===== config.mk =====
export PLATFORM = sky130hd
export DESIGN_NAME = rf_host_arbiter
export DESIGN_NICKNAME = d
export VERILOG_FILES = /design/src/rtl/rf_arb_pkg.sv /design/src/rtl/rf_arb_wait_ctr.sv /design/src/rtl/rf_host_arbiter.sv
export SDC_FILE = /design/constraint.sdc
export NUM_CORES = 1
export LEC_CHECK = 0
export BUFFER_PORTS_ARGS = -buffer_cell sky130_fd_sc_hd__buf_2
export CAP_MARGIN = 15
export CELL_PAD_IN_SITES_DETAIL_PLACEMENT = 1
export CELL_PAD_IN_SITES_GLOBAL_PLACEMENT = 2
export CORE_MARGIN = 3
export CORE_UTILIZATION = 26
export CTS_BUF_LIST = sky130_fd_sc_hd__clkbuf_4
export DETAILED_ROUTE_END_ITERATION = 16
export PLACE_DENSITY = 0.94
export RECOVER_POWER = 100
export SLEW_MARGIN = 20
export SYNTH_ARGS = -nofsm -noshare
export SYNTH_HDL_FRONTEND = slang
export SYNTH_SLANG_ARGS = --single-unit

===== constraint.sdc =====
create_clock -name clk -period 2.66 [get_ports clk]
set_input_delay 0.399 -clock clk [delete_from_list [all_inputs] [get_ports clk]]
set_output_delay 0.399 -clock clk [all_outputs]
set_load 0.05 [all_outputs]

===== src/rtl/rf_arb_pkg.sv =====
// Shared types and defaults for the register-file host arbiter.
// Holds the arbiter state encoding and the counter-width helper.
package rf_arb_pkg;

  localparam int XLEN_DEF          = 32;
  localparam int AW_DEF            = 5;
  localparam int MAX_WAIT_DEF      = 8;
  localparam int STALL_TIMEOUT_DEF = 64;

  typedef enum logic [2:0] {
    IDLE,
    WAIT,
    STALL,
    ACCESS,
    RESP
  } arb_state_t;

  function automatic int ctr_width(input int max_val);
    return $clog2(max_val + 1);
  endfunction

endpackage


===== src/rtl/rf_arb_wait_ctr.sv =====
// Saturating up-counter with clear (priority) and enable; one-cycle update latency.
// tc flags that the next enabled count lands on MAX, so callers can act on that same edge.
module rf_arb_wait_ctr
  import rf_arb_pkg::*;
#(
  parameter int MAX = 8
) (
  input  logic clk,
  input  logic rst,
  input  logic clr,
  input  logic en,
  output logic tc
);

  localparam int W = ctr_width(MAX);
  localparam logic [W-1:0] MAX_V  = W'(MAX);
  localparam logic [W-1:0] LAST_V = W'(MAX - 1);

  logic [W-1:0] cnt;

  always_ff @(posedge clk or negedge rst) begin
    if (!rst) begin
      cnt <= '0;
    end else if (clr) begin
      cnt <= '0;
    end else if (en && (cnt != MAX_V)) begin
      cnt <= cnt + W'(1);
    end
  end

  assign tc = (cnt >= LAST_V);

endmodule


===== src/rtl/rf_host_arbiter.sv =====
// Shares the decode register file between the pipeline and a host master; write port is
// combinational, host reads freeze the pipeline and return data one cycle after grant.
module rf_host_arbiter
  import rf_arb_pkg::*;
#(
  parameter int XLEN          = XLEN_DEF,
  parameter int AW            = AW_DEF,
  parameter int MAX_WAIT      = MAX_WAIT_DEF,
  parameter int STALL_TIMEOUT = STALL_TIMEOUT_DEF
) (
  input  logic            clk,
  input  logic            rst,
  input  logic            wb_we,
  input  logic [AW-1:0]   wb_rd,
  input  logic [XLEN-1:0] wb_data,
  input  logic [AW-1:0]   dec_rs1,
  output logic            rf_we,
  output logic [AW-1:0]   rf_waddr,
  output logic [XLEN-1:0] rf_wdata,
  output logic [AW-1:0]   rf_rs1,
  input  logic [XLEN-1:0] rf_rdata1,
  input  logic            dbg_req,
  input  logic            dbg_we,
  input  logic [AW-1:0]   dbg_addr,
  input  logic [XLEN-1:0] dbg_wdata,
  output logic            dbg_gnt,
  output logic            dbg_rvalid,
  output logic [XLEN-1:0] dbg_rdata,
  output logic            stall_req,
  input  logic            stall_ack,
  output logic            err
);

  arb_state_t state, next_state;

  logic wait_en, wait_clr, wait_tc;
  logic tmo_en, tmo_clr, tmo_tc;
  logic tmo_fire;
  logic host_fire_wr;
  logic read_gnt;

  always_ff @(posedge clk or negedge rst) begin
    if (!rst) begin
      state <= IDLE;
    end else begin
      state <= next_state;
    end
  end

  always_comb begin
    next_state = state;
    dbg_gnt    = 1'b0;
    wait_en    = 1'b0;
    tmo_fire   = 1'b0;
    case (state)
      IDLE: begin
        if (dbg_req) begin
          if (!dbg_we) begin
            next_state = STALL;
          end else if (!wb_we) begin
            dbg_gnt = 1'b1;
          end else begin
            next_state = WAIT;
            wait_en    = 1'b1;
          end
        end
      end
      WAIT: begin
        if (!dbg_req) begin
          next_state = IDLE;
        end else if (!wb_we) begin
          dbg_gnt    = 1'b1;
          next_state = IDLE;
        end else begin
          wait_en = 1'b1;
          if (wait_tc) begin
            next_state = STALL;
          end
        end
      end
      STALL: begin
        if (!dbg_req) begin
          next_state = RESP;
        end else if (stall_ack) begin
          next_state = ACCESS;
        end else if (tmo_tc) begin
          // Request is left pending; the host sees err and decides whether to retry.
          tmo_fire   = 1'b1;
          next_state = IDLE;
        end
      end
      ACCESS: begin
        if (!dbg_req) begin
          next_state = RESP;
        end else if (!wb_we) begin
          dbg_gnt    = 1'b1;
          next_state = RESP;
        end
      end
      RESP: begin
        next_state = IDLE;
      end
      default: begin
        next_state = IDLE;
      end
    endcase
  end

  // Entering WAIT from IDLE counts as the first wait cycle.
  assign wait_clr = (state != WAIT) && !wait_en;
  assign tmo_en   = (state == STALL) && dbg_req && !stall_ack;
  assign tmo_clr  = (state != STALL);

  rf_arb_wait_ctr #(.MAX(MAX_WAIT)) u_wait_ctr (
    .clk (clk),
    .rst (rst),
    .clr (wait_clr),
    .en  (wait_en),
    .tc  (wait_tc)
  );

  rf_arb_wait_ctr #(.MAX(STALL_TIMEOUT)) u_tmo_ctr (
    .clk (clk),
    .rst (rst),
    .clr (tmo_clr),
    .en  (tmo_en),
    .tc  (tmo_tc)
  );

  // Host writes to x0 are acknowledged but never reach the register file.
  assign host_fire_wr = dbg_gnt && dbg_we && (dbg_addr != '0);
  assign read_gnt     = dbg_gnt && !dbg_we && (state == ACCESS);

  assign rf_we    = wb_we | host_fire_wr;
  assign rf_waddr = host_fire_wr ? dbg_addr  : wb_rd;
  assign rf_wdata = host_fire_wr ? dbg_wdata : wb_data;
  assign rf_rs1   = ((state == ACCESS) && !dbg_we) ? dbg_addr : dec_rs1;

  always_ff @(posedge clk or negedge rst) begin
    if (!rst) begin
      stall_req  <= 1'b0;
      dbg_rvalid <= 1'b0;
      dbg_rdata  <= '0;
      err        <= 1'b0;
    end else begin
      stall_req  <= (next_state == STALL) || (next_state == ACCESS);
      dbg_rvalid <= read_gnt;
      if (read_gnt) begin
        dbg_rdata <= rf_rdata1;
      end
      err <= err | tmo_fire;
    end
  end

endmodule


# After elaboration in Yosys (flattened, before gate mapping)
# Index checks and enable logic that the tools add are counted.
# Widths: inputs -> output; s select.
[classes] n_reduce_logical=19 bitwise=2 magnitude_cmp=2 eq_ne=9 n_addsub=2 muxes=33
[op_table] cell="$mux 3" count=11
[op_table] cell="$mux 32" count=1
[op_table] cell="$mux 7" count=2
[op_table] cell="$eq 3x2->1 const B" count=4
[op_table] cell="$mux 1" count=12
[op_table] cell="$pmux 3 s4" count=1
[op_table] cell="$logic_and 1x1->1" count=10
[op_table] cell="$mux 5" count=2
[op_table] cell="$mux 4" count=2
[op_table] cell="$add 7x1->7 const B" count=1
[op_table] cell="$ge 7x6->1 const B" count=1
[op_table] cell="$ne 7x7->1 const B" count=1
[op_table] cell="$reduce_bool 5->1" count=1
[op_table] cell="$add 4x1->4 const B" count=1
[op_table] cell="$ge 4x3->1 const B" count=1
[op_table] cell="$ne 4x4->1 const B" count=1
[op_table] cell="$pmux 1 s2" count=2
[op_table] cell="$reduce_bool 2->1" count=2
[op_table] cell="$eq 3x1->1 const B" count=1
[op_table] cell="$logic_not 1->1" count=3
[op_table] cell="$logic_not 3->1" count=1
[op_table] cell="$ne 3x1->1 const B" count=1
[op_table] cell="$ne 3x2->1 const B" count=1
[op_table] cell="$or 1x1->1" count=2
[op_table] cell="other kinds (2)" count=2
[totals] output_inout_bits=79 wordCells=74 reg_bits=49

# Depth between registers and ports, before layout
[depth] word_depth=7 depth_mapped=7 mapped_depth_nobuf=6

# Modules after synthesis
# From an unflattened synthesis, not the netlist that was laid out.
[hier_totals] cells_unflattened=227 hier_area_um2=2747.6
[by_module_without_submodules] mod="rf_host_arbiter" area_per_inst_um2=2099.5 cells_each=159 instances=1
[by_module_without_submodules] mod="rf_arb_wait_ctr (u_tmo_ctr)" area_per_inst_um2=410.4 cells_each=44 instances=1
[by_module_without_submodules] mod="rf_arb_wait_ctr (u_wait_ctr)" area_per_inst_um2=237.7 cells_each=24 instances=1

# Least setup slack after synthesis
# OpenSTA, ideal clock, no wires.
[synth_path] path_kind="input port to output port" from="input dbg_addr[2]" to="output rf_waddr[0]" cell_stages=5 arrival_ns=2.500 slack_ns=-0.239 cell_sequence="or4_1 -> o21a_1 -> buf_4 -> buf_6 -> o21ai_0"
[synth_between] elab_chain_cells=3
[synth_lines] element="from (decl)" line_no="rf_host_arbiter.sv:24" rtl="input logic [AW-1:0] dbg_addr,"
[synth_lines] element="$reduce_bool 5->1" line_no="rf_host_arbiter.sv:131" rtl="assign host_fire_wr = dbg_gnt && dbg_we && (dbg_addr != '0);"
[synth_lines] element="$logic_and 1x1->1" line_no="rf_host_arbiter.sv:131"
[synth_lines] element="$mux 5" line_no="rf_host_arbiter.sv:135" rtl="assign rf_waddr = host_fire_wr ? dbg_addr : wb_rd;"
[synth_lines] element="to (decl)" line_no="rf_host_arbiter.sv:18" rtl="output logic [AW-1:0] rf_waddr,"
# Every way passes these cells.

# Final worst setup path
[layout_path] from="register state[2]" to="output rf_wdata[9]"
[layout_between] elab_chain_cells=6 word_cells_on_any_way=8 classes_between="eq/ne: 2; mux: 2; reduce/logical: 4"
[layout_lines] element="from (decl)" line_no="rf_host_arbiter.sv:34" rtl="arb_state_t state, next_state;"
[layout_lines] element="from (signal assigned)" line_no="rf_host_arbiter.sv:46" rtl="state <= next_state;"
[layout_lines] element="$eq 3x2->1 or $eq 3x1->1 (tied branches)" line_no="rf_host_arbiter.sv:55" rtl="case (state)"
[layout_lines] element="$reduce_or 2->1 (no line)"
[layout_lines] element="$pmux 1 s2 *" line_no="rf_host_arbiter.sv:55"
[layout_lines] element="$logic_and 1x1->1 * (2 in series)" line_no="rf_host_arbiter.sv:131"
[layout_lines] element="$mux 32 *" line_no="rf_host_arbiter.sv:136" rtl="assign rf_wdata = host_fire_wr ? dbg_wdata : wb_data;"
[layout_lines] element="to (decl)" line_no="rf_host_arbiter.sv:19" rtl="output logic [XLEN-1:0] rf_wdata,"
# Mark *: on every way between the ends. The rest lies on a longest branch, timed or not.

==> impl_metrics.tcl <==
set metrics [dict create \
    status "complete, no violations" \
    ant_nets 0 \
    period_minus_slack_ns 2.54 \
    hold_viol_final 0 \
    worstHoldStart "rf_rdata1[18]" \
    clkPwrFrac_pct 14.8 \
    yosys_warnings 0 \
    timing.setup.tns_ns 0 \
    sw_frac_of_total_pct 44.6 \
    final_cell_mix "buf_2, mux2_2, dfrtp_1" \
    antenna_found_initial 1 \
    r2r-start "state[2]" \
    grt.overflow.total 0 \
    syn-num-nets 340 \
    rows 37 \
    slew-limit-headroom_pct 61.9 \
    root_buffer "clkbuf_4" \
    grt_pass1_vias 2646 \
    dp.final_hpwl_um 7500 \
    fin_crit_sh_pct 95.4 \
    hold_end "dbg_rdata[18]" \
    crit_type "flop to output port" \
    r2r_end "u_tmo_ctr.cnt[5]" \
    cap_viol_max_count 0 \
    hold_path_depth 2 \
    ys_top_cells_by_area "dfrtp_1, mux2_2, mux2_4" \
    start_util_pct 26.8 \
    area_growth_syn_to_layout_pct 45.4 \
    io_buffers 195 \
    critPathCaptureType "output port" \
    power_density_nw_per_um2 574 \
    p_seq_share_pct 38.9 \
    worstSkewPairLatency_ns 0.36 \
    ys_seq_area_share_pct 44.3 \
    vias 2558 \
    timing.final.max_slew_violations 0 \
    cts_tree "done" \
    rr_worst_depth 5 \
    worst_slack_ns 0.124 \
    yosysUniqueCellTypes 42 \
    ir_worst_vdd_mv 0.196 \
    p_int_mw 1.28 \
    syn-instance-count 219 \
    dp_cells 545 \
    drive_above_1_share_pct 69.8 \
    clk_pin_slew_ns 0.15 \
    wl_per_cell_um 16.8 \
    grt_max_degree 39 \
    yosysTopAreaCell "dfrtp_1" \
    crit_required_ns 2.26 \
    grt_pass1_wl_um 13500 \
    power.leakage_nw 2.12 \
    synthesis.area_um2 2770 \
    instances_no_fill 557 \
    r2r_slack_ns 0.64 \
    power_frac_comb_pct 46.3 \
    antennaDiodeCount 0 \
    fmax_mhz 394 \
    drc 0 \
    gp_congestion 0.768 \
    routed_wl_um 9360 \
    rsz0062_at_grt "false" \
    io_pins 196 \
    cts_buffer_depth 2 \
    power.total_mw 2.31 \
    avgViaCountPerCell 4.59 \
    firstDrtPassIters 4 \
    clock_skew_ns 0.0137 \
    start_kind "flop" \
    nets 541 \
    die_h_um 109 \
    syn_area_per_cell_um2 12.6 \
    ys_seq_elements 49 \
    synthFlopType "dfrtp_1" \
    drt_iter0_drc 85 \
    worst-path-max-fanout 19 \
    grtUsageTotal_pct 14.4 \
    htree_levels 2 \
    hold_path.class "primary input to flop" \
    tightest_slew_ns 0.568 \
    synth-async-reset-ratio_pct 100 \
    die_w_um 109 \
    setup_viol 0 \
    cts_sinks 49 \
    dp_slack_ns 0.255 \
    die_area_um2 11900 \
    layout_commonest_cell "buf_2" \
    arrival_ns 2.14 \
    core_area_um2 10300 \
    synth-edff-count 0 \
    p_switching_mw 1.03 \
    yosys.area.top_type_share_pct 44.3 \
    numCtsBuffers 5 \
]
logic make-up (layout without fill, tap and decap cells):
family	Yosys count	count (layout)	synth area share [%]
XOR/XNOR	4	4	1.27
AO/OA/AOI/OAI	26	26	6.29
flip-flops	49	49	44.3
multiplexers	74	74	32.5
AND/OR/NAND/NOR	43	43	10.0
adder cells (fa/ha/maj)	4	4	1.81
buffers and inverters	19	221	3.76
through the flow:
stage / util (%) / cell area (µm²) / hold WS [ns]
6_report: 39.0 / 4020 / 0.258
5_1_grt: 39.0 / 4020 / 0.229
4_1_cts: 38.5 / 3970 / 0.235
3_5_place_dp: 37.7 / 3890 / 0.250
3_3_place_gp: 37.7 / 3890 / 0.248
2_1_floorplan: - / 2770 / 0.103
synth_stat cells (all sizes together), types with 3 or more instances:
cell and count:
nand2 8, ha 4, mux2 73, xnor2 4, inv 9, nor4 3, buf 9, a21oi 9
nor3b 3, o31ai 4, dfrtp 49, nor2 7, or4 5, nand2b 5
worst max path at each step:
stage	start	endpoint
after global routing	state[2]	rf_wdata[9]
final	state[2]	rf_wdata[9]
after floorplan	dbg_addr[2]	rf_waddr[0]
after detailed placement	dbg_req	rf_wdata[6]
after CTS	state[2]	rf_wdata[31]
after global placement	dbg_addr[2]	rf_wdata[22]
power by group through the flow:
stage | clock network [mW] | registers [mW] | logic [mW]
floorplan | 0 | 1.23 | 0.447
global placement | 0 | 0.907 | 1.04
detailed placement | 0 | 0.915 | 1.06
CTS | 0.371 | 0.900 | 1.06
global route | 0.397 | 0.915 | 1.12
finish | 0.341 | 0.898 | 1.07
sequential cells by signal, indices dropped and copies added, names as in the netlist:
register and cells:
dbg_rdata 32, stall_req 1, u_tmo_ctr.cnt 7, dbg_rvalid 1
u_wait_ctr.cnt 4, state 3, err 1
area by class of cell:
class                      count  area (µm²)
fill                        1219        6300
multi-input combinational    151        1450
sequential                    49        1230
timing repair buffer         204        1080
tap                          136         170
clock buffer                   5        37.5
inverter                       9        33.8
clock inverter                 3        17.5
critical path: stages, from the launching register on:
cell and delay [ns]:
dfrtp_2 0.47, nor3b_2 0.17, and3_1 0.21, o21a_4 0.17
buf_12 0.17, mux2_2 0.34, clkbuf_2 0.24
timing repair:
action | in CTS | in global routing
setup buffers | 0 | 2
hold buffers | 1 | 0
endpoints found under the setup margin | 19 | 36
hold endpoints to repair | 6 | 0
cloned | 0 | 1
gates resized for setup | 6 | 3
layer usage:
layer / vias up / routed length (µm) / global-route usage [%]
met4: 2 / 150 / 3.88
met1: 1283 / 3470 / 16.3
met5: - / 7 / 0
met2: 61 / 5300 / 26.4
met3: 12 / 435 / 3.79
li1: 1200 / - / -
Power figures use the tool's default switching activity.
